`src/rtl/ram_burst_reader.sv`:
```
// ram_burst_reader: streams a burst of words out of a simple_dual_port_ram
// read port onto a valid/ready interface. A 2-entry output buffer (head +
// skid register) absorbs the RAM's one-cycle read latency and downstream
// backpressure. Reads are only issued when a buffer slot is guaranteed to
// be free by the time the data returns.
module ram_burst_reader #(
  parameter int WIDTH   = 8,
  parameter int ENTRIES = 8,
  localparam int AW     = $clog2(ENTRIES)
) (
  input  logic             clk,
  input  logic             rst_n,
  input  logic             start,
  input  logic [AW-1:0]    start_addr,
  input  logic [AW:0]      count,
  output logic             busy,
  output logic             done,
  output logic [AW-1:0]    raddr,
  input  logic [WIDTH-1:0] read_data,
  output logic [WIDTH-1:0] out_data,
  output logic             out_valid,
  input  logic             out_ready
);

  typedef enum logic [1:0] {
    IDLE  = 2'd0,
    READ  = 2'd1,
    DRAIN = 2'd2
  } state_t;

  state_t           state_reg, state_next;
  logic [AW-1:0]    addr_reg;
  logic [AW:0]      remaining_reg;
  logic             inflight_reg;
  logic [WIDTH-1:0] head_data_reg, skid_data_reg;
  logic             head_valid_reg, skid_valid_reg;
  logic             done_reg, busy_reg;

  logic [WIDTH-1:0] head_data_next, skid_data_next;
  logic             head_valid_next, skid_valid_next;
  logic             done_next;
  logic             load;
  logic             issue;
  logic             pop;
  logic [1:0]       buf_count;
  logic [2:0]       occupancy;
  logic [2:0]       occ_limit;
  logic [AW:0]      count_clamped;
  logic [AW-1:0]    addr_inc;

  assign raddr     = addr_reg;
  assign out_data  = head_data_reg;
  assign out_valid = head_valid_reg;
  assign busy      = busy_reg;
  assign done      = done_reg;

  assign pop       = head_valid_reg & out_ready;
  assign buf_count = {1'b0, head_valid_reg} + {1'b0, skid_valid_reg};
  // Words that will be sitting in the buffer after this edge if we issue
  // nothing: buffered + returning read - word leaving now. Issue only when
  // that leaves room for one more.
  assign occupancy = {1'b0, buf_count} + {2'b00, inflight_reg};
  assign occ_limit = 3'd2 + {2'b00, pop};
  assign issue     = (state_reg == READ) && (remaining_reg != '0) && (occupancy < occ_limit);

  assign count_clamped = (count > (AW+1)'(ENTRIES)) ? (AW+1)'(ENTRIES) : count;
  // Explicit wrap so non-power-of-two depths stay inside the RAM.
  assign addr_inc      = (addr_reg == AW'(ENTRIES - 1)) ? '0 : addr_reg + 1'b1;

  // Next-state and done decision; burst ends when the final buffered word leaves.
  always_comb begin
    state_next = state_reg;
    done_next  = 1'b0;
    load       = 1'b0;
    case (state_reg)
      IDLE: begin
        if (start) begin
          if (count != '0) begin
            load       = 1'b1;
            state_next = READ;
          end else begin
            done_next = 1'b1;
          end
        end
      end
      READ: begin
        if (issue && (remaining_reg == (AW+1)'(1))) begin
          state_next = DRAIN;
        end
      end
      DRAIN: begin
        if (pop && (buf_count == 2'd1) && !inflight_reg) begin
          state_next = IDLE;
          done_next  = 1'b1;
        end
      end
      default: state_next = IDLE;
    endcase
  end

  // Output buffer update: drop the head on a pop, append returning RAM data at the tail.
  always_comb begin
    head_data_next  = head_data_reg;
    head_valid_next = head_valid_reg;
    skid_data_next  = skid_data_reg;
    skid_valid_next = skid_valid_reg;
    if (pop) begin
      if (skid_valid_reg) begin
        head_data_next  = skid_data_reg;
        head_valid_next = 1'b1;
        skid_valid_next = inflight_reg;
        if (inflight_reg) begin
          skid_data_next = read_data;
        end
      end else begin
        head_valid_next = inflight_reg;
        if (inflight_reg) begin
          head_data_next = read_data;
        end
      end
    end else if (inflight_reg) begin
      if (!head_valid_reg) begin
        head_data_next  = read_data;
        head_valid_next = 1'b1;
      end else begin
        skid_data_next  = read_data;
        skid_valid_next = 1'b1;
      end
    end
  end

  // State register.
  always_ff @(posedge clk or negedge rst_n) begin
    if (!rst_n) begin
      state_reg <= IDLE;
    end else begin
      state_reg <= state_next;
    end
  end

  // Address/count tracking, in-flight flag, buffer and registered status outputs.
  always_ff @(posedge clk or negedge rst_n) begin
    if (!rst_n) begin
      addr_reg       <= '0;
      remaining_reg  <= '0;
      inflight_reg   <= 1'b0;
      head_data_reg  <= '0;
      head_valid_reg <= 1'b0;
      skid_data_reg  <= '0;
      skid_valid_reg <= 1'b0;
      done_reg       <= 1'b0;
      busy_reg       <= 1'b0;
    end else begin
      if (load) begin
        addr_reg      <= start_addr;
        remaining_reg <= count_clamped;
      end else if (issue) begin
        addr_reg      <= addr_inc;
        remaining_reg <= remaining_reg - 1'b1;
      end
      inflight_reg   <= issue;
      head_data_reg  <= head_data_next;
      head_valid_reg <= head_valid_next;
      skid_data_reg  <= skid_data_next;
      skid_valid_reg <= skid_valid_next;
      done_reg       <= done_next;
      busy_reg       <= (state_next != IDLE);
    end
  end

endmodule

```
`config.mk`:
```
export PLATFORM = sky130hd
export DESIGN_NAME = ram_burst_reader
export DESIGN_NICKNAME = d
export VERILOG_FILES = /design/src/rtl/ram_burst_reader.sv
export SDC_FILE = /design/constraint.sdc
export NUM_CORES = 1
export LEC_CHECK = 0
export CAP_MARGIN = 20
export CORE_UTILIZATION = 45
export CTS_CLUSTER_DIAMETER = 60
export DETAILED_ROUTE_END_ITERATION = 12
export HOLD_SLACK_MARGIN = 0.1
export PLACE_DENSITY_LB_ADDON = 0.25
export SYNTH_ARGS = -nofsm -noshare
export SYNTH_HDL_FRONTEND = slang
export SYNTH_SLANG_ARGS = --single-unit
```
`constraint.sdc`:
```
create_clock -name clk -period 2.15 [get_ports clk]
set_input_delay 0.215 -clock clk [delete_from_list [all_inputs] [get_ports clk]]
set_output_delay 0.215 -clock clk [all_outputs]
set_load 0.01 [all_outputs]
```
Word-level counts from Yosys, hierarchy flattened:

Cells that the tools add are included.

* input bits: 19
* register bits after elaboration: 30

* reduce and logical (&&, ||, !) cells: 17
* add/subtract/negate cells: 5
* bitwise operators: 1
* equality and inequality tests: 8
* muxes and demuxes: 34
* $lt $le $gt $ge: 2

Operators with widths (count)
* two-way mux 8 bit: 9
* two-way mux 1 bit: 13
* two-way mux 4 bit: 3
* nonzero test 2 bit: 5
* two-way mux 3 bit: 3
* two-way mux 2 bit: 4
* nonzero test 4 bit: 2
* one-hot mux 2 bit (3 select lines): 1
* logical AND 1 bit: 5
* equality test 2 x 1 -> 1 bit (second input constant): 2
* equality test 4 x 1 -> 1 bit (second input constant): 1
* > comparator 4 bit (second input constant): 1
* != test 2 bit (second input constant): 2
* AND reduction 4 bit: 1
* subtractor 4 x 1 -> 4 bit (second input constant): 1
* adder 2 x 1 -> 3 bit: 1
* adder 2 x 1 -> 3 bit (first input constant): 1
* adder 3 x 1 -> 3 bit (second input constant): 1
* equality test 3 bit (second input constant): 1
* less-than comparator 3 bit: 1
* AND reduction 3 bit: 1
* adder 1 x 1 -> 2 bit: 1
* equality test 2 bit (second input constant): 1
* logical NOT 2 bit: 1
* 5 further kinds: 5

Depth between registers and ports, before layout:

* depth after elaboration: 8
* depth in mapped cells: 7
* depth with buffers taken out: 6

Least setup slack after synthesis:

OpenSTA, ideal clock, no wires.

* path type: reg-to-reg
* from: reg head_valid_reg, in the netlist out_valid
* to: reg remaining_reg[1]
* arrival: 2.010 ns
* clock period less this slack: 2.138 ns
* setup slack: 0.012 ns
* library setup time: 0.128 ns
* stages on the path, launching flop included: 6
* path through: dfrtp_1 -> fa_1 -> nand3b_2 -> a2111oi_4 -> nand2b_1 -> mux2_1

* longest elaborated chain between the ends: 5
* elaborated cells on any way between the ends: 7
* classes of those cells: 3 x add/sub; 1 x order compare; 1 x bitwise; 2 x reduce/logical

Ends and longest elaborated chain
* from (decl): RTL line 36 `logic head_valid_reg, skid_valid_reg;`
* from (signal assigned): RTL line 163 `head_valid_reg <= head_valid_next;`
* adder 1 x 1 -> 2 bit or AND 1 bit (tied branches): RTL line 58, 57
* adder 2 x 1 -> 3 bit, on equally long branches: RTL line 62, 63
* less-than comparator 3 bit (*): RTL line 64 `assign issue = (state_reg == READ) && (remaining_reg != '0) && (occupancy < occ_limit);`
* logical AND 1 bit (*): RTL line 64
* nonzero test 2 bit (no source line) (*)
* to (signal assigned): RTL line 156 `remaining_reg <= count_clamped;`
* to (signal assigned): RTL line 159 `remaining_reg <= remaining_reg - 1'b1;`
* to (decl): RTL line 33 `logic [AW:0] remaining_reg;`

Every way passes the cells marked *; elsewhere a longest branch is shown, timed or not.
A chain may end at the register's enable or synchronous reset.

Final worst setup path:

Ends and elaborated chain as after synthesis.

==> tab_implementation.tex <==
\begin{tabular}{lr}
\hline
Metric & Value \\
\hline
\multicolumn{2}{l}{\textbf{Drt}} \\
Via-per-instance ratio & 5.032 \\
Detail Route Antenna Nets & 0 \\
Detailed-route wire length per cell & 13.14 µm \\
Detailed router's first-iteration violation count & 51 \\
Total wirelength of the detailed-routed design & 2917 µm \\
Via count & 1117 \\
TritonRoute pass-1 iters & 3 \\
\# DRC & 0 \\
\multicolumn{2}{l}{\textbf{CTS}} \\
Worst skew pair latency & 320 ps \\
Setup Fix Bufs, Post-CTS & 0 \\
Clock tree from TritonCTS & done \\
Count of H-tree levels built during CTS & 2 \\
Root buffer cell & sky130\_fd\_sc\_hd\_\_clkbuf\_4 \\
Buffer depth of the longest clock path & 2 \\
Post-CTS clock slew at the launch and capture registers of the worst setup and hold paths & 100 ps \\
Number of buffers added by the clock tree synthesis step & 5 \\
Total clock sinks & 30 \\
\multicolumn{2}{l}{\textbf{Power}} \\
Share of total power in the clock network & 10.4\% \\
Leak Pwr & 0.9319 nW \\
Switching pwr & 0.001086 W \\
Switching part of the total power & 36.95\% \\
Overall power of the completed layout & 0.002940 W \\
Combinational Power Share & 54.1\% \\
Sequential cell fraction of total power & 35.5\% \\
Highest ir drop seen on vdd & 0.7213 mV \\
Cell Pwr Density & 1456 nW/µm² \\
Internal power of the cells & 0.001854 W \\
\multicolumn{2}{l}{\textbf{Logic synthesis}} \\
Yosys warning total & 0 \\
Most area-consuming cells after synthesis & sky130\_fd\_sc\_hd\_\_dfrtp\_1 49\%, sky130\_fd\_sc\_hd\_\_mux2i\_1 5.9\%, sky130\_fd\_sc\_hd\_\_mux2\_2 5.9\% \\
Top-area cell type share of the netlist area & 49.14\% \\
Synthesized instance count & 133 \\
Mapped Avg Cell Area & 11.49 µm² \\
Number of flops mapped to enable cells by yosys & 0 \\
Fraction of registers with async set or reset after synthesis & 100.0\% \\
Synth unique cells & 39 \\
Cell taking the most area after synthesis & sky130\_fd\_sc\_hd\_\_dfrtp\_1 \\
Sequential element share of the synthesized area & 49.14\% \\
Most frequent cell after synthesis & sky130\_fd\_sc\_hd\_\_dfrtp\_1 \\
Most instantiated flip-flop cell in the synthesis netlist & sky130\_fd\_sc\_hd\_\_dfrtp\_1 \\
Commonest cells in the netlist & 30 x sky130\_fd\_sc\_hd\_\_dfrtp\_1, 18 x sky130\_fd\_sc\_hd\_\_nand2\_1, 11 x sky130\_fd\_sc\_hd\_\_o21ai\_0 \\
Number of storage elements in the synthesis netlist & 30 \\
Syn Std Cell Area & 1528 µm² \\
Total nets after synthesis & 160 \\
\multicolumn{2}{l}{\textbf{Flow run}} \\
Number of max-capacitance violations reported & 0 \\
\multicolumn{2}{l}{\textbf{Floorplanning}} \\
Die outline width & 60.27 µm \\
Die span in y & 60.27 µm \\
Total die area & 3632 µm² \\
Number of top-level pins & 33 \\
Standard cell core area & 3128 µm² \\
Row Count & 20 \\
Starting density of the core & 48.84\% \\
\multicolumn{2}{l}{\textbf{Critical path}} \\
Kind of critical path & reg2reg \\
Crit path max-delay cell type & sky130\_fd\_sc\_hd\_\_fa\_1 \\
Maximum net fanout on the critical path & 4 \\
Critical-path cell list & fa\_1 -> nand3b\_4 -> a2111oi\_4 -> nand2b\_4 -> mux2\_4 \\
Source of the critical timing path & out\_valid\$\_DFFE\_PN0P\_ \\
Arrival time worst endpoint & 2270 ps \\
Startpoint Class & flip-flop \\
Worst path required time & 2360 ps \\
Kind of capture point of the worst setup path & flip-flop \\
Largest stage delay on the critical path & 470 ps \\
Family of cells with the greatest summed delay on the critical path & adder cells \\
Buf/Inv on CP & 0 \\
Critical register-to-register path startpoint & out\_valid\$\_DFFE\_PN0P\_ \\
\multicolumn{2}{l}{\textbf{Cells and area}} \\
Final core utilization & 64.56\% \\
Number of nets in the finished design & 205 \\
Proportion of layout cells with a drive suffix above 1 & 19.66\% \\
Number of fillers in the final layout & 246 \\
Total inserted antenna cells & 0 \\
Cell area after layout & 2019 µm² \\
Layout area overhead & 32.19\% \\
\multicolumn{2}{l}{\textbf{Place}} \\
Area after DPL & 1947 µm² \\
IO buf count & 32 \\
Placed wire-length estimate & 2158 µm \\
Worst slack after detailed placement & 24.38 ps \\
Routability congestion estimate & 0.7463 \\
\multicolumn{2}{l}{\textbf{Timing}} \\
Total negative slack & 0 ps \\
Pin slew with the least headroom to its limit & 971.5 ps \\
RSZ-0062 raised after global routing & true \\
Final setup violation count & 0 \\
Part of the cycle the worst path needs & 95.87\% \\
Achievable frequency & 0.4852 GHz \\
Number of max-slew violations in the final report & 0 \\
Post-layout min period & 2061 ps \\
Fin. Hold Viols & 0 \\
Slew margin rel. & 35.23\% \\
Maximum clock skew at final layout & 9.563 ps \\
Worst-case setup margin in the final layout & 88.80 ps \\
\multicolumn{2}{l}{\textbf{Global route}} \\
Wire length of the first global-routing pass & 4988 µm \\
GRT Resource Usage Total & 18.95\% \\
Pin count of the biggest net entering global routing & 31 \\
Remaining Overflow, GRT & 0 \\
Via count of the first global-routing pass & 1118 \\
Antenna violations before repair & 0 \\
\multicolumn{2}{l}{\textbf{Min path}} \\
Class of the tightest hold or removal check & in2async \\
\multicolumn{2}{l}{\textbf{Run status}} \\
Result of the run & completed \\
\hline
\end{tabular}
[power by group through the flow]
stage | registers [W] | logic, W | clock network [W]
global route | 0.00108 | 0.00176 | 0.000345
global placement | 0.00103 | 0.00146 | 0
floorplan | 0.00108 | 0.000918 | 0
CTS | 0.00104 | 0.00151 | 0.000322
detailed placement | 0.00105 | 0.00151 | 0
finish | 0.00104 | 0.00159 | 0.000307
[path summary, 6_finish.rpt]
path / to / slack [ps] / depth (start not counted)
setup / recovery: remaining_reg[1]$_DFFE_PN0P_ / 90 / 5
hold / removal: done$_DFF_PN0_ / 260 / 2
setup reg to reg: remaining_reg[1]$_DFFE_PN0P_ / 90 / 5
hold reg to reg: out_data[4]$_DFFE_PN0P_ / 490 / 2
max in group asynchronous: out_valid$_DFFE_PN0P_ / 1590 / 2
min in group clk: raddr[0]$_DFFE_PN0P_ / 430 / 3
[metrics by stage]
stage | hold slack [ps] | instances
floorplan | -80.59 | 133
global placement | 463.3 | 215
detailed placement | 474.9 | 215
CTS | 270.5 | 222
global route | 293.8 | 222
finish | 259.6 | 222
[logic make-up after synthesis]
| kind of cell | count (synthesis) | share of synthesized area (%) |
|---|---|---|
| flip-flops | 30 | 49.14 |
| XOR/XNOR | 1 | 0.5734 |
| multiplexers | 18 | 12.53 |
| adder cells (fa/ha/maj) | 8 | 7.043 |
| AO/OA/AOI/OAI | 27 | 13.35 |
| AND/OR/NAND/NOR | 42 | 14.82 |
| buffers and inverters | 7 | 2.538 |
[worst register-to-register path: cells and delay by family, from the launching register on]
family | cells | cell delay, ps
AND/OR/NAND/NOR | 2 | 380
AO/OA/AOI/OAI | 1 | 350
adder cells (fa/ha/maj) | 1 | 470
multiplexers | 1 | 290
flip-flops | 1 | 450
[placed cells by master, fill, tap and decap left out, types with 2 or more instances in the layout]
cell type                         synthesis  routed
sky130_fd_sc_hd__buf_4                    1       8
sky130_fd_sc_hd__inv_1                    4       4
sky130_fd_sc_hd__clkdlybuf4s50_1          0      32
sky130_fd_sc_hd__mux2i_1                  9       9
sky130_fd_sc_hd__dfrtp_1                 30      29
sky130_fd_sc_hd__clkinv_2                 0       2
sky130_fd_sc_hd__mux2_2                   8       8
sky130_fd_sc_hd__o211ai_1                 2       2
sky130_fd_sc_hd__nor3_1                   3       3
sky130_fd_sc_hd__nand2b_1                 7       6
sky130_fd_sc_hd__ha_1                     7       7
sky130_fd_sc_hd__o21ai_0                 11      11
sky130_fd_sc_hd__a21oi_1                  3       3
sky130_fd_sc_hd__nand2_1                 18      18
sky130_fd_sc_hd__nor2_1                   4       4
sky130_fd_sc_hd__clkbuf_4                 0       5
[timing repair]
item / 4_1_cts / 5_1_grt
endpoints found under the hold margin: 0 / 0
endpoints found under the setup margin: 0 / 9
hold buffers: 0 / 0
gates resized for setup: 0 / 5
[layer usage]
metal / track usage (%) / part of all wire [%] / up-vias
met5: 0 / 0 / -
met4: 8.970 / 1.4 / 0
met3: 4.762 / 3.5 / 5
met2: 29.98 / 49 / 18
met1: 24.10 / 46 / 529
li1: - / - / 565
[layout make-up]
type | count | area [µm²] | area share [%]
Clock buffer | 5 | 37.54 | 1.859
Timing Repair Buffer | 41 | 391.6 | 19.39
Sequential cell | 30 | 752.0 | 37.24
Clock inverter | 2 | 10.01 | 0.4957
Inverter | 4 | 15.01 | 0.7435
Multi-Input combinational cell | 96 | 758.2 | 37.55
Tap cell | 44 | 55.05 | 2.726
No activity file was read; power rests on OpenSTA's default activity.
